$ cat src/rtl/scanchain_writer_if.sv
// Write-command handshake between the UART scan-command client
// and the scan-chain writer.
interface scanchain_writer_if #(
  parameter int ADDR_BITS    = 12,
  parameter int PAYLOAD_BITS = 160
);
  logic                    write_valid;
  logic                    write_ready;
  logic [ADDR_BITS-1:0]    write_addr;
  logic [PAYLOAD_BITS-1:0] write_payload;
  logic                    write_reset;

  modport master (
    output write_valid,
    output write_addr,
    output write_payload,
    output write_reset,
    input  write_ready
  );

  modport slave (
    input  write_valid,
    input  write_addr,
    input  write_payload,
    input  write_reset,
    output write_ready
  );
endinterface

$ cat src/rtl/scanchain_writer.sv
// Serialises write commands onto the chip scan-chain pins.
// Optional readback of scan_out: define SCANCHAIN_WRITER_READBACK_EN.
module scanchain_writer #(
  parameter int ADDR_BITS    = 12,
  parameter int PAYLOAD_BITS = 160,
  parameter int CLK_DIV      = 4
) (
  input  logic clk,
  input  logic reset,
  scanchain_writer_if.slave wr,
  output logic scan_clk,
  output logic scan_en,
  output logic scan_in,
  output logic scan_update,
  output logic scan_reset
`ifdef SCANCHAIN_WRITER_READBACK_EN
  ,
  input  logic scan_out,
  output logic [ADDR_BITS+PAYLOAD_BITS-1:0] readback_data,
  output logic readback_valid
`endif
);

  localparam int N  = ADDR_BITS + PAYLOAD_BITS;
  localparam int PW = $clog2(2 * CLK_DIV);
  localparam int BW = $clog2(N + 1);

  localparam logic [PW-1:0] PH_LAST  = PW'(2 * CLK_DIV - 1);
  localparam logic [PW-1:0] PH_HALF  = PW'(CLK_DIV);
  localparam logic [PW-1:0] UPD_LAST = PW'(CLK_DIV - 1);
  localparam logic [BW-1:0] BIT_LAST = BW'(N - 1);

  typedef enum logic [1:0] {
    IDLE,
    SHIFT,
    UPDATE,
    RST
  } state_t;

  state_t        state, state_n;
  logic [PW-1:0] phase, phase_n;
  logic [BW-1:0] bitc, bitc_n;
  logic [N-1:0]  sh, sh_n;
  logic          accept;

  assign wr.write_ready = (state == IDLE);
  assign accept = wr.write_valid && wr.write_ready;

  // Next-state, phase/bit counting and shift-register update.
  always_comb begin
    state_n = state;
    phase_n = phase;
    bitc_n  = bitc;
    sh_n    = sh;
    unique case (state)
      IDLE: begin
        if (accept) begin
          phase_n = '0;
          bitc_n  = '0;
          if (wr.write_reset) begin
            state_n = RST;
          end else begin
            state_n = SHIFT;
            sh_n    = {wr.write_payload, wr.write_addr};
          end
        end
      end
      SHIFT: begin
        if (phase == PH_LAST) begin
          phase_n = '0;
          if (bitc == BIT_LAST) begin
            state_n = UPDATE;
          end else begin
            bitc_n = bitc + 1'b1;
            sh_n   = sh >> 1;
          end
        end else begin
          phase_n = phase + 1'b1;
        end
      end
      UPDATE: begin
        if (phase == UPD_LAST) begin
          state_n = IDLE;
          phase_n = '0;
        end else begin
          phase_n = phase + 1'b1;
        end
      end
      RST: begin
        if (phase == PH_LAST) begin
          state_n = IDLE;
          phase_n = '0;
        end else begin
          phase_n = phase + 1'b1;
        end
      end
      default: state_n = IDLE;
    endcase
  end

  // State and counters; pins registered from the next state so they
  // line up with the state they describe.
  always_ff @(posedge clk) begin
    if (reset) begin
      state       <= IDLE;
      phase       <= '0;
      bitc        <= '0;
      sh          <= '0;
      scan_clk    <= 1'b0;
      scan_en     <= 1'b0;
      scan_in     <= 1'b0;
      scan_update <= 1'b0;
      scan_reset  <= 1'b0;
    end else begin
      state       <= state_n;
      phase       <= phase_n;
      bitc        <= bitc_n;
      sh          <= sh_n;
      scan_en     <= (state_n == SHIFT);
      scan_in     <= (state_n == SHIFT) && sh_n[0];
      scan_clk    <= (state_n == SHIFT) && (phase_n >= PH_HALF);
      scan_update <= (state_n == UPDATE);
      scan_reset  <= (state_n == RST);
    end
  end

`ifdef SCANCHAIN_WRITER_READBACK_EN
  // Capture scan_out in the first high scan_clk cycle of each bit.
  always_ff @(posedge clk) begin
    if (reset) begin
      readback_data  <= '0;
      readback_valid <= 1'b0;
    end else begin
      readback_valid <= (state == UPDATE) && (phase == UPD_LAST);
      if ((state == SHIFT) && (phase == PH_HALF)) begin
        readback_data[bitc] <= scan_out;
      end
    end
  end
`endif

endmodule
$ cat src/flat_wrapper.sv
// flat-port wrapper written by rule: the top's interface ports become plain ports
module scanchain_writer_flat 
#(
  parameter int ADDR_BITS    = 12,
  parameter int PAYLOAD_BITS = 160,
  parameter int CLK_DIV      = 4
)
  (clk, reset, scan_clk, scan_en, scan_in, scan_update, scan_reset, wr_write_valid, wr_write_addr, wr_write_payload, wr_write_reset, wr_write_ready);
  scanchain_writer_if #(.ADDR_BITS(ADDR_BITS), .PAYLOAD_BITS(PAYLOAD_BITS)) wr_i ();
  input  logic clk;
  input  logic reset;
  output logic scan_clk;
  output logic scan_en;
  output logic scan_in;
  output logic scan_update;
  output logic scan_reset;
  input wire logic [$bits(wr_i.write_valid)-1:0] wr_write_valid;
  input wire logic [$bits(wr_i.write_addr)-1:0] wr_write_addr;
  input wire logic [$bits(wr_i.write_payload)-1:0] wr_write_payload;
  input wire logic [$bits(wr_i.write_reset)-1:0] wr_write_reset;
  output wire logic [$bits(wr_i.write_ready)-1:0] wr_write_ready;
  assign wr_i.write_valid = wr_write_valid;
  assign wr_i.write_addr = wr_write_addr;
  assign wr_i.write_payload = wr_write_payload;
  assign wr_i.write_reset = wr_write_reset;
  assign wr_write_ready = wr_i.write_ready;
  scanchain_writer #(.ADDR_BITS(ADDR_BITS), .PAYLOAD_BITS(PAYLOAD_BITS), .CLK_DIV(CLK_DIV)) u_core (.clk(clk), .reset(reset), .wr(wr_i), .scan_clk(scan_clk), .scan_en(scan_en), .scan_in(scan_in), .scan_update(scan_update), .scan_reset(scan_reset));
endmodule
$ cat config.mk
export PLATFORM = sky130hd
export DESIGN_NAME = scanchain_writer_flat
export DESIGN_NICKNAME = d
export VERILOG_FILES = /design/src/rtl/scanchain_writer_if.sv /design/src/rtl/scanchain_writer.sv /design/src/flat_wrapper.sv
export SDC_FILE = /design/constraint.sdc
export NUM_CORES = 1
export LEC_CHECK = 0
export CORE_UTILIZATION = 51
export DETAILED_ROUTE_END_ITERATION = 16
export PLACE_DENSITY = 0.8
export SLEW_MARGIN = 20
export SYNTH_ARGS = -nofsm -noshare
export SYNTH_HDL_FRONTEND = slang
export SYNTH_SLANG_ARGS = --single-unit
$ cat constraint.sdc
create_clock -name clk -period 2.1 [get_ports clk]
set_clock_uncertainty 0.1 [all_clocks]
set_input_delay 0.315 -clock clk [delete_from_list [all_inputs] [get_ports clk]]
set_output_delay 0.315 -clock clk [all_outputs]
set_load 0.005 [all_outputs]
# Yosys cells after proc, flatten, opt, wreduce, memory -nomap -nowiden
# Index checks and enable logic that the tools add are counted.
# W data, S select, Z words.
[totals]
ff_bits = 190
input_bits = 176
output_inout_bits = 6
word_cells = 54
[classes]
n_eq_ne = 13
addsub = 2
n_reduce_logical = 8
n_lt_le_gt_ge = 1
mux = 20
[ops]
columns = ["operator", "count"]
rows = [
  ["$mux W172", 4],
  ["$pmux W172 S2", 1],
  ["$mux W8", 3],
  ["$pmux W8 S2", 1],
  ["$mux W2", 6],
  ["$mux W3", 3],
  ["$pmux W3 S3", 1],
  ["$add A8 B1 Y8 const B", 1],
  ["$eq A2 B2 Y1 const B", 4],
  ["$eq A8 B8 Y1 const B", 1],
  ["$pmux W2 S4", 1],
  ["$ne A2 B2 Y1 const B", 3],
  ["$reduce_and A5 Y1", 1],
  ["$eq A2 B1 Y1 const B", 2],
  ["$reduce_and A4 Y1", 1],
  ["$add A3 B1 Y3 const B", 1],
  ["$eq A3 B2 Y1 const B", 1],
  ["$eq A3 B3 Y1 const B", 1],
  ["$ge A3 B3 Y1 const B", 1],
  ["$logic_and A1 B1 Y1", 3],
  ["$logic_not A2 Y1", 1],
  ["$ne A2 B1 Y1 const B", 1],
  ["$reduce_bool A2 Y1", 1],
  ["$reduce_or A2 Y1", 1],
]

# Depth between registers and ports, before layout
[depth]
word_depth = 6
depth_mapped = 8

# Worst setup path before layout
# OpenSTA, ideal clock, no wires.
[synth_timing]
path_type = "register to register"
from = "register u_core.phase[0]"
to = "register u_core.sh[119]"
path_stages_with_launch = 9
setup_ps = 70
setup_slack_ps = 178
synth_period_minus_slack_ps = 1922
arrival_time_ps = 1752
path_cell_list = "dfxtp_1 -> ha_1 -> ha_1 -> and3b_1 -> o21ai_1 -> buf_2 -> clkbuf_1 -> nand3_1 -> a21oi_1"
[synth_via]
elab_chain_len = 3
[synth_lines]
columns = ["element", "line_no", "text"]
rows = [
  ["start, declared", "scanchain_writer.sv:41", "logic [PW-1:0] phase, phase_n;"],
  ["start signal, assigned", "scanchain_writer.sv:116", "phase <= phase_n;"],
  ["$eq A3 B3 Y1", "scanchain_writer.sv:69", "if (phase == PH_LAST) begin"],
  ["$ne A2 B1 Y1 (no source line)", "-", ""],
  ["$reduce_and A5 Y1 (no source line)", "-", ""],
  ["end signal, assigned", "scanchain_writer.sv:118", "sh <= sh_n;"],
  ["end, declared", "scanchain_writer.sv:43", "logic [N-1:0] sh, sh_n;"],
]
# Every way passes these cells.
# A chain may end at the register's enable or synchronous reset.

# Worst setup path after layout
[layout_timing]
from = "register u_core.phase[0]"
to = "register u_core.sh[128]"
# The elaborated chain is that of the path after synthesis.

==> impl_metrics.py <==
metrics = {
    "routing": {
        "drt_first_pass_iters": 6,
        "dr_total_vias": 7612,
        "drcViolationCount": 0,
        "drt_iter0_drc": 648,
        "final_antenna_net_count": 0,
        "drt-total-wl_mm": 22.04,
        "avgViaCountPerCell": 6.046,
        "wl_per_cell_um": 17.50,
    },
    "cts": {
        "path_clk_slew_ns": 0.07,
        "cts_hold_buf": 0,
        "cts_buffer_depth": 2,
        "ctsHtreeMaxLevel": 4,
        "cts_buffers": 17,
        "cts_root_buf": "clkbuf_16",
        "cts_tree": "done",
        "insertion_delay_ns": 0.43,
        "clock_sinks": 190,
    },
    "global_routing": {
        "grt_max_degree": 70,
        "grt_pass1_wl_mm": 33.40,
        "grt_antenna_before_repair": 0,
        "grt_usage_pct": 24.94,
        "grt_pass1_vias": 6936,
        "grt_overflow_total": 0,
    },
    "run_status": {
        "status": "completed",
    },
    "worst_setup_path": {
        "critPathMostFrequentCell": "ha_1",
        "worst-path-buf-inv": 2,
        "worst_setup_path_start_kind": "flip-flop",
        "cpLargestDelayFamily": "compound AO/OA/AOI/OAI gates",
        "cp.required_ns": 2.31,
        "crit_type": "reg -> reg",
        "cp_slowest_cell": "dfxtp_1",
        "crit_path_end_kind": "flip-flop",
        "rrSetupSlack_ns": 0.02,
        "cpPeakStageDelay_ns": 0.32,
        "worstPathArrival_ns": 2.30,
        "path_cells": "ha_1 -> ha_1 -> and3b_2 -> o21a_4 -> buf_4 -> clkbuf_16 -> a22oi_1 -> a21oi_1",
        "crit_path_max_fanout": 17,
    },
    "final_layout": {
        "stdcell_count": 1259,
        "area.growth.synth_to_final_pct": 35.71,
        "antennaDiodeCount": 0,
        "nFillCells": 1212,
        "drive_above_1_share_pct": 17.74,
        "ff_latch_area_sq_um": 3804,
        "nNetsFinal": 1213,
        "multiInputGateArea_sq_um": 4033,
    },
    "placement": {
        "post-place-ws_ns": -0.06313,
        "port-buffer-count": 181,
        "dp.cells": 1216,
        "gp_congestion": 0.8195,
        "dpl.hpwl_mm": 13.15,
    },
    "die": {
        "die-area_sq_um": 16800,
        "dieHeight_um": 129.6,
        "die_w_um": 129.6,
        "row_count": 46,
        "start_util_pct": 52.30,
        "num_io_pins": 182,
        "core-area_sq_um": 15890,
    },
    "timing": {
        "tns_ns": 0,
        "slew_viol_final": 0,
        "setup_viol": 0,
        "finalCritPeriodShare_pct": 99.23,
        "tightest_slew_ns": 0.5249,
        "layout_setup_ws_ns": 0.01614,
        "relSlewSlack_pct": 65.01,
        "hold_viol": 0,
        "period_minus_slack_ns": 2.084,
        "hold_slack_ns": 0.2222,
        "fmax_mhz": 479.9,
    },
    "logic_synthesis": {
        "postSynthCellCount": 879,
        "syn_nets": 1060,
        "yosysWarnings": 0,
        "synth_flop_cell": "dfxtp_1",
        "async_flop_share_pct": 0,
        "syn_area_per_cell_sq_um": 9.452,
        "netlist_area_sq_um": 8308,
        "synth_edf_count": 0,
        "ys_types": 41,
        "ys_seq_area_share_pct": 45.78,
        "ys_seq_elements": 190,
    },
    "job": {
        "drv_cap": 0,
    },
    "pwr": {
        "vdd_drop_max_mv": 0.6194,
        "total_power_uw": 8262,
        "power_density_nw_per_um2": 732.8,
        "p_leak_uw": 0.003629,
    },
    "worst_hold_path": {
        "hold_class": "in -> reg",
    },
}
## sequential cells by signal, indices dropped and copies added (netlist names)
signal,flops
u_core.bitc,8
u_core.phase,3
u_core.scan_clk,1
u_core.scan_en,1
u_core.scan_in,1
u_core.scan_reset,1
u_core.scan_update,1
u_core.sh,172
u_core.state,2
## cell type report
type	count	share of cell area, %
clock inverters	10	1.243
multi-input cells	590	35.77
well taps	216	2.397
repair buffers	231	22.74
inverters	2	0.06659
clock buffers	20	4.051
flip-flops and latches	190	33.74
## synthesized netlist by cell type (4+ instances only)
| cell type | count | share of area (%) |
|---|---|---|
| o21ai_0 | 4 | 0.24 |
| buf_6 | 11 | 1.5 |
| buf_4 | 9 | 0.81 |
| ha_1 | 5 | 0.75 |
| nand2_1 | 6 | 0.27 |
| clkbuf_1 | 34 | 1.5 |
| nor2_1 | 10 | 0.45 |
| a22oi_1 | 171 | 15 |
| nand4_1 | 4 | 0.30 |
| dfxtp_1 | 190 | 46 |
| nand2b_1 | 4 | 0.30 |
| buf_1 | 8 | 0.36 |
| nand3_2 | 90 | 11 |
| nand3_1 | 84 | 5.1 |
| a21oi_1 | 175 | 11 |
| buf_2 | 36 | 2.2 |
## cell families (layout without fill, tap and decap cells)
logic type	after synthesis	after routing	share of synthesized area, %
adder cells (fa/ha/maj)	5	5	0.7530
AND/OR/NAND/NOR	220	220	19.43
XOR/XNOR	4	4	0.4218
flip-flops	190	190	45.78
buffers and inverters	100	263	6.461
AO/OA/AOI/OAI	359	360	27.03
multiplexers	1	1	0.1205
## worst register-to-register path, delay by kind of cell (launching register included)
kind | cells | cell delay [ns]
flip-flops | 1 | 0.32
adder cells (fa/ha/maj) | 2 | 0.45
AO/OA/AOI/OAI | 3 | 0.49
AND/OR/NAND/NOR | 1 | 0.27
buffers and inverters | 2 | 0.35
## power breakdown
group / total (uW) / internal, uW / switching, uW / leakage, uW
clock: 3270 / 1920 / 1340 / 0.000284
combinational: 1090 / 606 / 489 / 0.00180
sequential: 3900 / 3790 / 115 / 0.00155
total: 8260 / 6320 / 1950 / 0.00363
## per-layer routing
metal  track usage (%)  vias to the layer above  part of all wire, %
li1                  -                     3615                    -
met1             33.98                     3667                   45
met2             40.39                      314                   48
met3             5.078                       16                  6.9
met4             6.293                        0                 0.60
met5                 0                        -                    0
## placed cells by master, fill, tap and decap left out, types with 2 or more instances in the layout
| master | Yosys | layout |
|---|---|---|
| a21oi_1 | 175 | 175 |
| a22oi_1 | 171 | 167 |
| a22oi_2 | 0 | 4 |
| buf_12 | 0 | 19 |
| buf_16 | 0 | 3 |
| buf_4 | 9 | 22 |
| buf_6 | 11 | 3 |
| bufinv_16 | 0 | 3 |
| clkbuf_16 | 0 | 21 |
| clkbuf_8 | 0 | 2 |
| clkdlybuf4s50_1 | 0 | 180 |
| clkinv_2 | 0 | 2 |
| clkinv_4 | 0 | 2 |
| clkinvlp_4 | 0 | 3 |
| dfxtp_1 | 190 | 190 |
| ha_1 | 5 | 5 |
| inv_1 | 2 | 2 |
| nand2_1 | 6 | 6 |
| nand2b_1 | 4 | 4 |
| nand3_1 | 84 | 84 |
| nand3_2 | 90 | 90 |
| nand3b_1 | 2 | 2 |
| nand4_1 | 4 | 4 |
| nor2_1 | 10 | 10 |
| nor2b_1 | 3 | 3 |
| nor3_1 | 2 | 2 |
| nor3b_1 | 2 | 2 |
| o21ai_0 | 4 | 4 |
| or3_1 | 2 | 2 |
| xor2_1 | 3 | 3 |
## final timing paths
check	start	end	cells past startpoint
setup / recovery	u_core.phase[0]$_SDFF_PP0_	u_core.sh[128]$_SDFFE_PP0P_	8
hold reg to reg	u_core.sh[11]$_SDFFE_PP0P_	u_core.sh[11]$_SDFFE_PP0P_	2
setup reg to reg	u_core.phase[0]$_SDFF_PP0_	u_core.sh[128]$_SDFFE_PP0P_	8
hold / removal	reset	u_core.sh[66]$_SDFFE_PP0P_	2
## per-stage QoR
stage,utilization (%),instance area (sq um)
floorplan,-,8308
global placement,65.64,10430
detailed placement,65.64,10430
CTS,69.66,11070
global route,70.98,11270
finish,70.98,11270
## timing repair
item | in CTS | in global routing
gates resized for setup | 2 | 8
gates cloned | 1 | 6
setup endpoints to repair | 59 | 123
pin swaps | 0 | 1
buffers inserted | 0 | 6
Note: power is estimated with default switching activity, not from simulation.
